<file path="src/rtl/traffic_light_pkg.sv">
// Shared light codes, phase encoding and default phase durations for the
// signal controller and its monitor.
package traffic_light_pkg;

    localparam logic [2:0] LT_GREEN  = 3'b001;
    localparam logic [2:0] LT_YELLOW = 3'b010;
    localparam logic [2:0] LT_RED    = 3'b100;

    typedef enum logic [1:0] {P0, P1, P2, P3} phase_t;
    typedef enum logic {ACQUIRE, TRACK} mon_state_t;

    localparam int DEF_DUR_P0 = 8;
    localparam int DEF_DUR_P1 = 3;
    localparam int DEF_DUR_P2 = 10;
    localparam int DEF_DUR_P3 = 3;

    function automatic phase_t next_phase(input phase_t p);
        return phase_t'(p + 2'd1);
    endfunction

endpackage

</file>
<file path="src/rtl/tl_phase_decode.sv">
// Maps a {light_a, light_b} pair onto a phase; any pair outside the four
// legal combinations (including both roads non-red) is reported illegal.
module tl_phase_decode
    import traffic_light_pkg::*;
(
    input  logic [2:0] light_a,
    input  logic [2:0] light_b,
    output logic       legal,
    output phase_t     phase
);

    always_comb begin
        legal = 1'b1;
        phase = P0;
        case ({light_a, light_b})
            {LT_GREEN,  LT_RED}:    phase = P0;
            {LT_YELLOW, LT_RED}:    phase = P1;
            {LT_RED,    LT_GREEN}:  phase = P2;
            {LT_RED,    LT_YELLOW}: phase = P3;
            default:                legal = 1'b0;
        endcase
    end

endmodule

</file>
<file path="src/rtl/traffic_light_monitor.sv">
// Passive checker on the two-road light outputs: phase order, exact dwell
// times and illegal light codes, with sync status and a clean-cycle counter.
//
// state   | meaning
// ACQUIRE | not locked to the phase sequence; only illegal codes are flagged
// TRACK   | locked; phase order and dwell times are checked
module traffic_light_monitor
    import traffic_light_pkg::*;
#(
    parameter int DUR_P0        = DEF_DUR_P0,
    parameter int DUR_P1        = DEF_DUR_P1,
    parameter int DUR_P2        = DEF_DUR_P2,
    parameter int DUR_P3        = DEF_DUR_P3,
    parameter int CNT_W         = 5,
    parameter int CYC_W         = 8,
    parameter bit ALIGNED_RESET = 1'b1
) (
    input  logic             clk,
    input  logic             reset,
    input  logic [2:0]       light_a,
    input  logic [2:0]       light_b,
    input  logic             clr_err,
    output logic [1:0]       phase,
    output logic             phase_valid,
    output logic             in_sync,
    output logic             err_illegal,
    output logic             err_seq,
    output logic             err_dur,
    output logic             err_sticky,
    output logic [CYC_W-1:0] cycle_cnt
);

    logic [2:0]       a_q, b_q, prev_a, prev_b;
    logic             samp_v, have_prev, ovr_flag;
    logic [CNT_W-1:0] dwell, dwell_nxt;
    mon_state_t       state;
    phase_t           cur, exp_next, dec_phase;
    logic             dec_legal, change;
    logic             ill_nxt, seq_nxt, dur_nxt, cnt_inc, any_pulse;

    tl_phase_decode u_decode (
        .light_a (a_q),
        .light_b (b_q),
        .legal   (dec_legal),
        .phase   (dec_phase)
    );

    function automatic logic [CNT_W-1:0] dur_of(input phase_t p);
        case (p)
            P0:      return CNT_W'(DUR_P0);
            P1:      return CNT_W'(DUR_P1);
            P2:      return CNT_W'(DUR_P2);
            default: return CNT_W'(DUR_P3);
        endcase
    endfunction

    always_comb begin
        change    = !have_prev || (a_q != prev_a) || (b_q != prev_b);
        dwell_nxt = change ? CNT_W'(1) : ((dwell == '1) ? dwell : dwell + CNT_W'(1));
        ill_nxt   = 1'b0;
        seq_nxt   = 1'b0;
        dur_nxt   = 1'b0;
        cnt_inc   = 1'b0;
        if (samp_v) begin
            if (!dec_legal) begin
                ill_nxt = 1'b1;
            end else if (state == TRACK) begin
                if (change) begin
                    seq_nxt = (dec_phase != exp_next);
                    // an overrun already reported for this phase suppresses any further dwell flag
                    dur_nxt = have_prev && !ovr_flag && (dwell < dur_of(cur));
                    cnt_inc = (cur == P3) && (dec_phase == P0) && !seq_nxt && !dur_nxt;
                end else if (!ovr_flag && (dwell_nxt == dur_of(cur) + CNT_W'(1))) begin
                    dur_nxt = 1'b1;
                end
            end
        end
        any_pulse = ill_nxt | seq_nxt | dur_nxt;
    end

    always_ff @(posedge clk or negedge reset) begin
        if (!reset) begin
            a_q         <= '0;
            b_q         <= '0;
            samp_v      <= 1'b0;
            prev_a      <= '0;
            prev_b      <= '0;
            have_prev   <= 1'b0;
            dwell       <= '0;
            ovr_flag    <= 1'b0;
            state       <= ALIGNED_RESET ? TRACK : ACQUIRE;
            cur         <= P0;
            exp_next    <= P0;
            phase       <= '0;
            phase_valid <= 1'b0;
            in_sync     <= 1'b0;
            err_illegal <= 1'b0;
            err_seq     <= 1'b0;
            err_dur     <= 1'b0;
            err_sticky  <= 1'b0;
            cycle_cnt   <= '0;
        end else begin
            a_q         <= light_a;
            b_q         <= light_b;
            samp_v      <= 1'b1;
            err_illegal <= ill_nxt;
            err_seq     <= seq_nxt;
            err_dur     <= dur_nxt;
            err_sticky  <= clr_err ? any_pulse : (err_sticky | any_pulse);
            if (samp_v) begin
                prev_a    <= a_q;
                prev_b    <= b_q;
                have_prev <= 1'b1;
                dwell     <= dwell_nxt;
                if (cnt_inc) cycle_cnt <= cycle_cnt + CYC_W'(1);
                if (!dec_legal) begin
                    phase_valid <= 1'b0;
                    state       <= ACQUIRE;
                    in_sync     <= 1'b0;
                    ovr_flag    <= 1'b0;
                end else begin
                    phase_valid <= 1'b1;
                    phase       <= dec_phase;
                    case (state)
                        ACQUIRE: begin
                            if (change) begin
                                state    <= TRACK;
                                in_sync  <= 1'b1;
                                cur      <= dec_phase;
                                exp_next <= next_phase(dec_phase);
                                ovr_flag <= 1'b0;
                            end
                        end
                        default: begin
                            in_sync <= 1'b1;
                            if (change) begin
                                cur      <= dec_phase;
                                exp_next <= next_phase(dec_phase);
                                ovr_flag <= 1'b0;
                            end else if (dur_nxt) begin
                                ovr_flag <= 1'b1;
                            end
                        end
                    endcase
                end
            end
        end
    end

endmodule

</file>
<file path="config.mk">
export PLATFORM = sky130hd
export DESIGN_NAME = traffic_light_monitor
export DESIGN_NICKNAME = d
export VERILOG_FILES = /design/src/rtl/traffic_light_pkg.sv /design/src/rtl/tl_phase_decode.sv /design/src/rtl/traffic_light_monitor.sv
export SDC_FILE = /design/constraint.sdc
export NUM_CORES = 1
export LEC_CHECK = 0
export CAP_MARGIN = 20
export CORE_MARGIN = 2
export CORE_UTILIZATION = 29
export CTS_BUF_LIST = sky130_fd_sc_hd__clkbuf_4 sky130_fd_sc_hd__clkbuf_8
export DETAILED_ROUTE_END_ITERATION = 10
export SETUP_SLACK_MARGIN = 0.4
export SLEW_MARGIN = 5
export SYNTH_ARGS = -nofsm -noshare
export SYNTH_HDL_FRONTEND = slang
export SYNTH_SLANG_ARGS = --single-unit
export TNS_END_PERCENT = 30
</file>
<file path="constraint.sdc">
create_clock -name clk -period 2.4 [get_ports clk]
set_clock_uncertainty 0.15 [all_clocks]
set_input_delay 0.48 -clock clk [delete_from_list [all_inputs] [get_ports clk]]
set_output_delay 0.48 -clock clk [all_outputs]
set_load 0.005 [all_outputs]
</file>
# == Word-level counts from Yosys, hierarchy flattened ==
# Cells that the tools add are included.
# word_totals
in_bits,9
out_inout_bits,16
regBits,41
elab_cells,101
# classes
n_lt_le_gt_ge,1
mux,41
n_eq_ne,13
n_reduce_logical,20
add_sub_neg,4
n_bitwise,3
# ops
cell,n
$mux 5,10
$mux 1,29
$eq 6x6->1 const B,2
$add 5x1->5 const B,2
$add 8x1->8 const B,1
$pmux 4 s2,1
$eq 6x4->1 const B,1
$eq 6x5->1 const B,1
$logic_and 1x1->1,6
$ne 3x3->1,2
$pmux 2 s3,1
$reduce_and 2->1,3
$reduce_and 3->1,2
$eq 5x5->1,1
$eq 5x5->1 const B,1
$lt 5x5->1,1
$eq 2x2->1 const B,2
$logic_not 1->1,4
$logic_not 2->1,2
$reduce_or 4->1,1
$ne 3x1->1 const B,1
$ne 3x2->1 const B,1
$or 1x1->1,3
$add 2x1->2 const B,1
other kinds (2),3

# == Depth between registers and ports, before layout ==
# depth
depth_word,19
depth_mapped,8
mapped_depth_nobuf,7

# == Hierarchy ==
# Synthesis repeated with hierarchy kept, for this count alone.
# unflattened
hier_cells,188
hier_area_um2,1963.1
# by_module_without_submodules
module,seq_area_each_um2,instances,area_per_inst_um2,cells_per_inst
traffic_light_monitor,1027.2,1,1873.0,174
tl_phase_decode,0.0,1,90.1,14

# == Worst setup path before layout ==
# OpenSTA, ideal clock, no wires.
# synth_timing
kind,register to register
start,register b_q[1]
end,register cycle_cnt[1]
path_buffers,0
required_ps,2125
t_arrival_ps,2134
synth_period_minus_slack_ps,2409
slack_ps,-9
setup_ps,125
path_stages_with_launch,8
path_cell_list,dfrtp_1 -> and4bb_2 -> o21ai_1 -> ha_1 -> and3_1 -> nand4_2 -> or3_4 -> mux2_4
# synth_between
elab_chain_cells,11
elab_cells_between_ends,20
classes_between,6 x eq/ne; 6 x mux; 8 x reduce/logical
# synth_lines
item,line_no,rtl
from (decl),traffic_light_monitor.sv:33,"logic [2:0] a_q, b_q, prev_a, prev_b;"
from (signal assigned),traffic_light_monitor.sv:104,b_q <= light_b;
$eq 6x6->1 / $eq 6x5->1 (equally long branches),tl_phase_decode.sv:15,"case ({light_a, light_b})"
$pmux 2 s3,tl_phase_decode.sv:15,
$ne 2x2->1 / $logic_not 2->1 (equally long branches),"traffic_light_monitor.sv:69, traffic_light_monitor.sv:72",
$logic_not 1->1 / $logic_and 1x1->1 (equally long branches),traffic_light_monitor.sv:72,cnt_inc = (cur == P3) && (dec_phase == P0) && !seq_nxt && !dur_nxt;
$logic_and 1x1->1 (2 in a row),traffic_light_monitor.sv:72,
$mux 1,traffic_light_monitor.sv:68,if (change) begin
$mux 1,traffic_light_monitor.sv:67,end else if (state == TRACK) begin
$mux 1 *,traffic_light_monitor.sv:65,if (!dec_legal) begin
$mux 1 *,traffic_light_monitor.sv:64,if (samp_v) begin
$reduce_and 2->1 (no source line) *,-,
to (signal assigned),traffic_light_monitor.sv:115,if (cnt_inc) cycle_cnt <= cycle_cnt + CYC_W'(1);
to (decl),traffic_light_monitor.sv:30,output logic [CYC_W-1:0] cycle_cnt
# Every way passes the cells marked *; elsewhere a longest branch is shown, timed or not.
# A chain may end at the register's enable or synchronous reset.

# == Worst setup path after layout ==
# layout_timing
start,register a_q[0]
end,register cycle_cnt[1]
# layout_between
elab_chain_cells,11
elab_cells_between_ends,21
classes_between,6 x eq/ne; 6 x mux; 9 x reduce/logical
# layout_lines
item,line_no,rtl
from (decl),traffic_light_monitor.sv:33,
from (signal assigned),traffic_light_monitor.sv:103,a_q <= light_a;
$eq 6x6->1 / $eq 6x5->1 (equally long branches),tl_phase_decode.sv:15,
$pmux 2 s3,tl_phase_decode.sv:15,
$ne 2x2->1 / $logic_not 2->1 (equally long branches),"traffic_light_monitor.sv:69, traffic_light_monitor.sv:72",
$logic_not 1->1 / $logic_and 1x1->1 (equally long branches),traffic_light_monitor.sv:72,
$logic_and 1x1->1 (2 in a row),traffic_light_monitor.sv:72,
$mux 1,traffic_light_monitor.sv:68,
$mux 1,traffic_light_monitor.sv:67,
$mux 1 *,traffic_light_monitor.sv:65,
$mux 1 *,traffic_light_monitor.sv:64,
$reduce_and 2->1 (no source line) *,-,
# Marks and branches as above.

==> impl_metrics.ini <==
[outcome]
status = completed

[floorplanning]
coreArea_mm2 = 0.00668
row_count = 30
initial_utilization_pct = 29.6
ioPinCount = 25
dieHeight_um = 86.5
die_w_um = 86.5
fp.dieArea_mm2 = 0.00748

[power_and_ir_drop]
ir_drop_v = 0.000305
power_density_mw_per_mm2 = 568
cellLeakagePower_nw = 1.20

[synth]
synth-edff-count = 0
ys.flop_type = dfrtp_1
synth_area_leader_cell = dfrtp_1
ys_types = 44
syn_area_mm2 = 0.00197
yosysSeqAreaShare_pct = 52.0
ys_ff_latch = 41
synth_area_leaders = dfrtp_1 (51%), xor2_1 (4.4%), mux2_2 (4.0%)
syn_inst = 177
syn-num-nets = 191
ys_async_sr_fraction_pct = 100
yosysMostFrequentCell = dfrtp_1
synth_top_cell_area_share_pct = 50.7
synth.avg_cell_area_um2 = 11.2
ys_top_cells_by_count = dfrtp_1 (40), nand2_1 (18), xor2_1 (10), a21oi_1 (9), xnor2_1 (9)
yosysWarnings = 0

[setup_path]
path_max_fanout = 4
critical_path_required_ns = 2.43
critPathLaunchType = flip-flop
path_class = reg -> reg
end_kind = flip-flop
ff2ff_setup_slack_ns = 0.1
arrival_ns = 2.33

[sta]
setup_violations = 0
slew_headroom_pct = 52.5
tightestPinTransition_ns = 0.712
max_freq_mhz = 434
grt_setup_unrepaired = true
period_minus_slack_ns = 2.30
tns_ns = 0
maxSlewViolCount = 0
hold_viol = 0
fin_ws_ns = 0.0951
post-route-period-util_pct = 96.0

[place]
io_buffers = 24
preCtsSetupSlack_ns = 0.0304
dpl.hpwl_um = 2730
gp_congestion = 0.787

[routing]
avgViaCountPerCell = 4.70
vias = 1418
drt_iter0_drc = 61
routed_wl_um = 3910
firstDrtPassIters = 4
drc_errors = 0
post_drt_wl_per_cell_um = 13.0
drtAntennaViolNets = 0

[finish]
synthToLayoutAreaGrowth_pct = 36.1
n_antenna_cell = 0
nNetsFinal = 235
nFillCells = 645
final_layout_size_suffix_gt1_share_pct = 28.8

[cts]
cts_inserted_buffers = 5
clkLatencyLatePin_ns = 0.29
path_clk_slew_ns = 0.08
hold_buffers = 0
cts_buffer_depth = 2
cts.sinks = 41
htreeDepth = 2
root_buffer = clkbuf_8
cts_tree = yes

[global_routing]
grt_pass1_wl_um = 6400
antenna_found_initial = 0
first_global_vias = 1385
grt_overflow = 0
grt_max_degree = 33
grtUsageTotal_pct = 11.0

[flow_run]
drv_cap = 0

[min_path]
hp-class = in -> async
-- layout make-up --
class	instances	area (um2)	share of cell area [%]
timing repair buffer	42	374	13.9
clock inverter	2	35.0	1.30
inverter	7	26.3	0.978
sequential	41	1030	38.5
clock buffer	6	76.3	2.84
multi-input combinational	124	1040	38.8
tap	80	100	3.73
-- per-layer routing --
layer	vias to the layer above	part of all wire, %	GRT usage, %
met4	0	1.6	3.84
met1	675	47	14.1
li1	711	-	-
met2	25	49	17.9
met3	7	3.0	2.95
met5	-	0	0
-- what timing repair did --
item,CTS,global route
buffers inserted,5,5
setup endpoints to repair,13,22
hold endpoints to repair,0,0
resized for setup,6,13
pin swaps,6,9
-- kinds of logic after synthesis --
kind of cell | Yosys count | share of synthesized area (%)
other | 1 | 0.190
DFF | 41 | 52.0
buffers and inverters | 12 | 2.66
xor gates and xnor gates | 19 | 8.43
muxes | 8 | 4.75
and+or+nand+nor | 64 | 20.1
adders and majority gates | 5 | 3.17
AOI/OAI and AO/OA | 27 | 8.68
-- path summary, 6_finish.rpt --
kind / startpoint / to / cells past startpoint
max in group asynchronous: reset / err_sticky$_DFF_PN0_ / 2
min in group clk: cycle_cnt[7]$_DFFE_PN0P_ / cycle_cnt[7]$_DFFE_PN0P_ / 1
max: a_q[0]$_DFF_PN0_ / cycle_cnt[1]$_DFFE_PN0P_ / 6
min: reset / a_q[2]$_DFF_PN0_ / 1
min reg2reg: cycle_cnt[7]$_DFFE_PN0P_ / cycle_cnt[7]$_DFFE_PN0P_ / 1
max reg2reg: a_q[0]$_DFF_PN0_ / cycle_cnt[1]$_DFFE_PN0P_ / 6
-- power by group --
part	switching, mW	internal (mW)
clock	0.235	0.320
combinational	0.0900	0.109
sequential	0.0390	0.731
total	0.364	1.16
-- per-stage QoR --
step	hold WS, ns	util [%]	cells	area [um2]	power, mW
after floorplan	0.0344	-	177	2020	0.877
after global placement	0.308	35.8	284	2390	0.950
after detailed placement	0.315	35.8	284	2390	0.953
after CTS	0.114	38.5	297	2570	1.52
after global routing	0.140	40.2	302	2690	1.60
final	0.0867	40.2	302	2690	1.52
-- critical path, stage by stage, from the launching register on --
cell and delay [ns]:
dfrtp_2 0.46, xnor2_1 0.14, or4b_4 0.50, o21ai_4 0.18, nand3_4 0.10, or3_4 0.35
mux2_4 0.30
-- state kept, by name, indices dropped and copies added, names as in the netlist --
| signal | cells |
|---|---|
| dwell | 5 |
| have_prev | 1 |
| phase_valid | 1 |
| exp_next | 2 |
| state | 1 |
| samp_v | 1 |
| cur | 2 |
| in_sync | 1 |
| err_sticky | 1 |
| prev_a | 3 |
| err_seq | 1 |
| prev_b | 3 |
| err_illegal | 1 |
| err_dur | 1 |
| cycle_cnt | 8 |
| a_q | 3 |
| phase | 2 |
| ovr_flag | 1 |
| b_q | 3 |
-- placed cells by master, fill, tap and decap left out, types with 3 or more instances in the layout --
cell type,synthesis,final
a21oi_1,9,9
buf_4,0,17
clkbuf_8,0,5
clkdlybuf4s50_1,0,23
dfrtp_1,40,35
dfrtp_2,0,5
ha_1,5,5
inv_1,7,6
mux2_2,7,7
nand2_1,18,18
nand2b_1,3,3
nand3_1,6,6
nand4_1,3,3
nor2_1,8,8
nor4_4,0,3
o21ai_0,7,7
xnor2_1,9,5
xnor2_2,0,3
xor2_1,10,9
Power figures use the tool's default switching activity.
